[config.mk]
export PLATFORM = sky130hd
export DESIGN_NAME = crc5_tgt_flat
export DESIGN_NICKNAME = d
export VERILOG_FILES = /design/src/rtl/crc5_tgt_if.sv /design/src/rtl/crc5_tgt.sv /design/src/flat_wrapper.sv
export SDC_FILE = /design/constraint.sdc
export NUM_CORES = 1
export LEC_CHECK = 0
export BUFFER_PORTS_ARGS = -buffer_cell sky130_fd_sc_hd__buf_2
export CORE_MARGIN = 8
export CORE_UTILIZATION = 24
export CTS_CLUSTER_SIZE = 20
export DETAILED_ROUTE_END_ITERATION = 16
export MAX_ROUTING_LAYER = met4
export SLEW_MARGIN = 20
export SYNTH_ARGS = -nofsm -noshare
export SYNTH_HDL_FRONTEND = slang
export SYNTH_SLANG_ARGS = --single-unit
[constraint.sdc]
create_clock -name i_sys_clk -period 4.5 [get_ports i_sys_clk]
set_input_delay 0.225 -clock i_sys_clk [delete_from_list [all_inputs] [get_ports i_sys_clk]]
set_output_delay 0.225 -clock i_sys_clk [all_outputs]
set_load 0.02 [all_outputs]
[src/rtl/crc5_tgt_if.sv]
// ---------------------------------------------------------------------------
// crc5_tgt_if -- bundle of the CRC5 target control/data signals.
//   i_crc_init        : 1-cycle seed reload pulse (DDR CCC controller -> CRC)
//   i_txtgt_crc_en    : 1-cycle byte strobe (target TX -> CRC)
//   i_txtgt_crc_data  : byte to fold, MSB first
//   o_crc_value       : running CRC5
//   o_crc_valid       : CRC covers every accepted byte since last init
//   o_crc_busy        : byte fold in progress
//   o_crc_overrun     : sticky dropped-strobe flag
// master = byte producer side, slave = the CRC block.
// ---------------------------------------------------------------------------
interface crc5_tgt_if;
  logic       i_crc_init;
  logic       i_txtgt_crc_en;
  logic [7:0] i_txtgt_crc_data;
  logic [4:0] o_crc_value;
  logic       o_crc_valid;
  logic       o_crc_busy;
  logic       o_crc_overrun;

  modport master (
    output i_crc_init, i_txtgt_crc_en, i_txtgt_crc_data,
    input  o_crc_value, o_crc_valid, o_crc_busy, o_crc_overrun
  );

  modport slave (
    input  i_crc_init, i_txtgt_crc_en, i_txtgt_crc_data,
    output o_crc_value, o_crc_valid, o_crc_busy, o_crc_overrun
  );
endinterface

[src/rtl/crc5_tgt.sv]
// ---------------------------------------------------------------------------
// crc5_tgt -- running CRC5 (x^5+x^2+1, seed 5'b11111) over target TX bytes.
// Ports:
//   i_sys_clk : system clock, rising edge
//   i_sys_rst : asynchronous active-high reset
//   bus       : crc5_tgt_if.slave (init pulse, byte strobe/data, CRC value,
//               valid, busy, overrun)
// Build option CRC5_PARALLEL_EN:
//   undefined : serial IDLE/SHIFT datapath, one bit per clock, 8-cycle
//               latency, busy/overrun reporting.
//   defined   : whole byte folded in one clock, 1-cycle latency, busy and
//               overrun tied low, no FSM.
// ---------------------------------------------------------------------------
module crc5_tgt (
  input  logic       i_sys_clk,
  input  logic       i_sys_rst,
  crc5_tgt_if.slave  bus
);

  localparam int         DATA_W = 8;
  localparam logic [4:0] SEED   = 5'b11111;
  localparam logic [4:0] POLY   = 5'b00101;

  // Fold a single data bit into the CRC.
  function automatic logic [4:0] fold_bit(input logic [4:0] crc, input logic b);
    logic fb;
    fb = crc[4] ^ b;
    return {crc[3:0], 1'b0} ^ (fb ? POLY : 5'b00000);
  endfunction

  logic [4:0] val_q, val_d;
  logic       vld_q, vld_d;

`ifdef CRC5_PARALLEL_EN

  // Fold a whole byte, MSB first.
  function automatic logic [4:0] fold_byte(input logic [4:0] crc,
                                           input logic [DATA_W-1:0] d);
    logic [4:0] c;
    c = crc;
    for (int i = DATA_W - 1; i >= 0; i--) c = fold_bit(c, d[i]);
    return c;
  endfunction

  // Init applies before a same-cycle byte, so the byte starts from the seed.
  logic [4:0] base_val;
  assign base_val = bus.i_crc_init ? SEED : val_q;

  always_comb begin
    val_d = val_q;
    vld_d = vld_q;
    if (bus.i_crc_init) begin
      val_d = SEED;
      vld_d = 1'b0;
    end
    if (bus.i_txtgt_crc_en) begin
      val_d = fold_byte(base_val, bus.i_txtgt_crc_data);
      vld_d = 1'b1;
    end
  end

  always_ff @(posedge i_sys_clk or posedge i_sys_rst) begin
    if (i_sys_rst) begin
      val_q <= SEED;
      vld_q <= 1'b0;
    end else begin
      val_q <= val_d;
      vld_q <= vld_d;
    end
  end

  assign bus.o_crc_busy    = 1'b0;
  assign bus.o_crc_overrun = 1'b0;

`else

  typedef enum logic {IDLE, SHIFT} state_t;

  state_t      state_q, state_d;
  logic [2:0]  cnt_q, cnt_d;
  logic [DATA_W-1:0] sh_q, sh_d;
  logic [4:0]  work_q, work_d;
  logic        ovr_q, ovr_d;
  logic [4:0]  fold_nxt;

  assign fold_nxt = fold_bit(work_q, sh_q[DATA_W-1]);

  always_comb begin
    state_d = state_q;
    cnt_d   = cnt_q;
    sh_d    = sh_q;
    work_d  = work_q;
    val_d   = val_q;
    vld_d   = vld_q;
    ovr_d   = ovr_q;
    if (bus.i_crc_init) begin
      // Abort any byte in flight and restart from the seed; a coincident
      // strobe is a legal first byte, not an overrun.
      state_d = IDLE;
      cnt_d   = 3'd0;
      val_d   = SEED;
      work_d  = SEED;
      vld_d   = 1'b0;
      ovr_d   = 1'b0;
      if (bus.i_txtgt_crc_en) begin
        state_d = SHIFT;
        sh_d    = bus.i_txtgt_crc_data;
      end
    end else begin
      case (state_q)
        IDLE: begin
          if (bus.i_txtgt_crc_en) begin
            state_d = SHIFT;
            cnt_d   = 3'd0;
            sh_d    = bus.i_txtgt_crc_data;
            work_d  = val_q;
            vld_d   = 1'b0;
          end
        end
        SHIFT: begin
          work_d = fold_nxt;
          sh_d   = {sh_q[DATA_W-2:0], 1'b0};
          cnt_d  = cnt_q + 3'd1;
          if (cnt_q == 3'd7) begin
            val_d   = fold_nxt;
            vld_d   = 1'b1;
            state_d = IDLE;
            // A strobe on the final fold clock chains straight into the next
            // byte (1 byte / 8 clocks). work_d already holds the finished
            // CRC and the counter wraps to 0. Valid stays low because the
            // new byte is not yet covered.
            if (bus.i_txtgt_crc_en) begin
              state_d = SHIFT;
              sh_d    = bus.i_txtgt_crc_data;
              vld_d   = 1'b0;
            end
          end else if (bus.i_txtgt_crc_en) begin
            ovr_d = 1'b1;
          end
        end
        default: state_d = IDLE;
      endcase
    end
  end

  always_ff @(posedge i_sys_clk or posedge i_sys_rst) begin
    if (i_sys_rst) begin
      state_q <= IDLE;
      cnt_q   <= 3'd0;
      sh_q    <= '0;
      work_q  <= SEED;
      val_q   <= SEED;
      vld_q   <= 1'b0;
      ovr_q   <= 1'b0;
    end else begin
      state_q <= state_d;
      cnt_q   <= cnt_d;
      sh_q    <= sh_d;
      work_q  <= work_d;
      val_q   <= val_d;
      vld_q   <= vld_d;
      ovr_q   <= ovr_d;
    end
  end

  assign bus.o_crc_busy    = (state_q == SHIFT);
  assign bus.o_crc_overrun = ovr_q;

`endif

  assign bus.o_crc_value = val_q;
  assign bus.o_crc_valid = vld_q;

endmodule
[src/flat_wrapper.sv]
// flat-port wrapper written by rule: the top's interface ports become plain ports
module crc5_tgt_flat 
  (i_sys_clk, i_sys_rst, bus_i_crc_init, bus_i_txtgt_crc_en, bus_i_txtgt_crc_data, bus_o_crc_value, bus_o_crc_valid, bus_o_crc_busy, bus_o_crc_overrun);
  crc5_tgt_if bus_i ();
  input  logic i_sys_clk;
  input  logic i_sys_rst;
  input wire logic [$bits(bus_i.i_crc_init)-1:0] bus_i_crc_init;
  input wire logic [$bits(bus_i.i_txtgt_crc_en)-1:0] bus_i_txtgt_crc_en;
  input wire logic [$bits(bus_i.i_txtgt_crc_data)-1:0] bus_i_txtgt_crc_data;
  output wire logic [$bits(bus_i.o_crc_value)-1:0] bus_o_crc_value;
  output wire logic [$bits(bus_i.o_crc_valid)-1:0] bus_o_crc_valid;
  output wire logic [$bits(bus_i.o_crc_busy)-1:0] bus_o_crc_busy;
  output wire logic [$bits(bus_i.o_crc_overrun)-1:0] bus_o_crc_overrun;
  assign bus_i.i_crc_init = bus_i_crc_init;
  assign bus_i.i_txtgt_crc_en = bus_i_txtgt_crc_en;
  assign bus_i.i_txtgt_crc_data = bus_i_txtgt_crc_data;
  assign bus_o_crc_value = bus_i.o_crc_value;
  assign bus_o_crc_valid = bus_i.o_crc_valid;
  assign bus_o_crc_busy = bus_i.o_crc_busy;
  assign bus_o_crc_overrun = bus_i.o_crc_overrun;
  crc5_tgt u_core (.i_sys_clk(i_sys_clk), .i_sys_rst(i_sys_rst), .bus(bus_i));
endmodule
==> qor.yml <==
outcome:
  status: "finished, final reports clean"
logic_synthesis:
  synth_top_area_share_pct: 27.7
  yosysWarningCount: 0
  syn_area_mm2: 0.00127
  synthCells: 111
  syn-num-nets: 126
  synth_seq_cells: 24
  synth_cell_types: 32
  synth_area_leader_cell: "dfrtp_1"
  syn_avg_cell_area_um2: 11.4
  seq_area_frac_synth_pct: 48.4
  synth.area.top_cells: "dfrtp_1 (28%), dfstp_2 (21%), a211o_1 (8.3%)"
cts:
  root_buffer: "clkbuf_8"
  hold_buffers: 0
  cts_sinks: 24
  cts_tree: "yes"
  cts.repair.resized: 0
  clkLatencyLatePin_ns: 0.27
  postCtsSetupBuffers: 0
  cts_buffers: 3
  htree_levels: 1
  clockBufferDepth: 2
  clk_pin_slew_ns: 0.09
die:
  die_h_um: 88.6
  rows: 26
  start_util_pct: 24.8
  die-area_mm2: 0.00786
  io_pins: 20
  die_x_um: 88.6
  core_area_mm2: 0.00511
setup_path:
  critPathMaxFanout: 29
  worstPathArrival_ns: 2.06
  required_ns: 4.66
  reg2reg_depth: 3
  crit_path_end_kind: "register"
  cp-start-kind: "register"
  crit_type: "register to register"
timing:
  rsz0062_at_grt: "false"
  min_period_ns: 1.91
  whs_ns: 0.136
  hold_violations: 0
  post-route-period-util_pct: 42.4
  fmax_mhz: 524
  worst_pin_slew_ns: 0.900
  max_slew_margin_pct: 39.9
  finalMaxSlewViolations: 0
  finalSetupViolations: 0
  finalClockSkew_ns: 0.00557
  fin_tns_setup_ns: 0
routing:
  drt-total-wl_mm: 2.72
  vias: 906
  drt_iter0_markers: 52
  route.detailed.drc: 0
  viasPerCell: 4.65
  ant_nets: 0
  wl_per_cell_um: 13.9
  drt-pass1-iter-count: 4
job:
  maxCapViolCount: 0
finish:
  areaGrowthSynthToFinish_pct: 16.0
  nets: 141
  drive_gt1_share_pct: 36.0
  antennaDiodeCount: 0
  n_fill_cell: 553
placement:
  io_buffers: 19
  gp_congestion: 0.723
  dp.final_hpwl_mm: 1.88
global_route:
  track_usage_pct: 7.25
  antenna_found_initial: 0
  grt_pass1_vias: 872
  grt_pass1_wl_mm: 4.32
  grt_max_degree: 30
  overflow: 0
power:
  p_switching_uw: 121
  vdd_drop_max_mv: 0.168
  p_seq_share_pct: 49.6
  internal_power_uw: 390
  combPwrFrac_pct: 13.6
  p_leak_uw: 0.000655
  p_sw_share_pct: 23.7
  p_per_area_mw_per_mm2: 348
  power.share.clock_pct: 36.8
min_path:
  hold_path_class: "input pin to async pin"
==> worst max-delay path, cell delays in order (launching register included) <==
cell	delay (ns)
dfrtp_1	0.88
nand2b_1	0.40
a211o_1	0.39
o221a_2	0.13
==> cells in the mapped netlist, drive strengths merged <==
library cell  instances
a21o                  2
ha                    3
nand3                 1
a31o                  1
buf                   7
o21ai                 2
a211o                12
o221a                 6
and3b                 6
a21oi                 2
dfrtp                14
a31oi                 1
a211oi                2
nor2                  8
a22oi                 1
nor2b                 2
clkbuf                2
or3b                  1
and3                  3
dfstp                10
mux2i                 5
inv                   3
o211ai                1
mux2                  3
xnor2                 2
nand2                 5
nand2b                4
nor3b                 2
==> power groups by stage <==
stage / Combinational, uW / Sequential (uW) / Clock [uW]
floorplan: 59.8 / 250 / 0
global placement: 68.9 / 257 / 0
detailed placement: 70.0 / 257 / 0
CTS: 70.1 / 254 / 196
global route: 77.2 / 256 / 206
finish: 69.3 / 254 / 188
==> kinds of logic after synthesis <==
logic type	count (synthesis)	share of synthesized area (%)
xor gates and xnor gates	2	1.38
AOI/OAI and AO/OA	30	20.4
and+or+nand+nor	32	15.3
muxes	8	6.62
adders and majority gates	3	2.96
DFF	24	48.4
buffers and inverters	12	4.94
==> flip-flops by register name (all words and copies together), names as in the netlist <==
name and flops:
u_core.bus.o_crc_busy 1, u_core.bus.o_crc_overrun 1, u_core.bus.o_crc_valid 1, u_core.bus.o_crc_value 5, u_core.cnt_q 3, u_core.sh_q 8, u_core.work_q 5
==> path summary, 6_finish.rpt <==
check / start / to / slack (ns)
worst max-delay path: u_core.bus.o_crc_busy / u_core.sh_q[3] / 2.59
worst min-delay path: i_sys_rst / u_core.cnt_q[0] / 0.14
worst max register to register: u_core.bus.o_crc_busy / u_core.sh_q[3] / 2.59
worst min register to register: u_core.bus.o_crc_overrun / u_core.bus.o_crc_overrun / 0.51
max in group asynchronous: i_sys_rst / u_core.sh_q[4] / 3.81
min in group i_sys_clk: bus_i_txtgt_crc_data[0] / u_core.sh_q[0] / 0.22
==> stage by stage <==
step / std cells / util, % / setup WS [ns] / area [um^2] / total power, uW
2_1_floorplan: 111 / - / 2.85 / 1270 / 310
3_3_place_gp: 191 / 27.4 / 2.65 / 1400 / 326
3_5_place_dp: 191 / 27.4 / 2.62 / 1400 / 327
4_1_cts: 195 / 28.8 / 2.60 / 1470 / 520
5_1_grt: 195 / 28.8 / 2.46 / 1470 / 539
6_report: 195 / 28.8 / 2.59 / 1470 / 511
==> area by class of cell <==
| cell class | count | area (um^2) | area share (%) |
|---|---|---|---|
| clock inverters | 1 | 30.0 | 2.04 |
| inverters | 3 | 11.3 | 0.767 |
| well taps | 70 | 87.6 | 5.96 |
| clock buffers | 3 | 41.3 | 2.81 |
| multi-input cells | 75 | 591 | 40.2 |
| repair buffers | 19 | 95.1 | 6.47 |
| flip-flops and latches | 24 | 613 | 41.7 |
==> cell usage in the layout (no fill, tap or decap), types with 3 or more instances in the layout <==
master	synthesis	layout
a211o_1	12	12
and3_1	3	3
and3b_1	6	6
buf_2	5	19
clkbuf_8	0	3
dfrtp_1	14	14
dfstp_2	10	10
ha_1	3	3
inv_1	3	3
mux2_2	3	3
mux2i_1	5	5
nand2_1	4	4
nand2b_1	4	4
nor2_1	8	8
o221a_2	6	6
==> routing by layer <==
metal / share of wire [%] / vias to the layer above / wire, um / track usage [%]
li1: - / 435 / - / -
met1: 49 / 440 / 1330 / 9.64
met2: 43 / 29 / 1180 / 10.0
met3: 7.2 / 2 / 197 / 2.60
met4: 0.70 / 0 / 19 / 1.84
met5: 0 / - / 0 / -
Power figures use the tool's default switching activity.
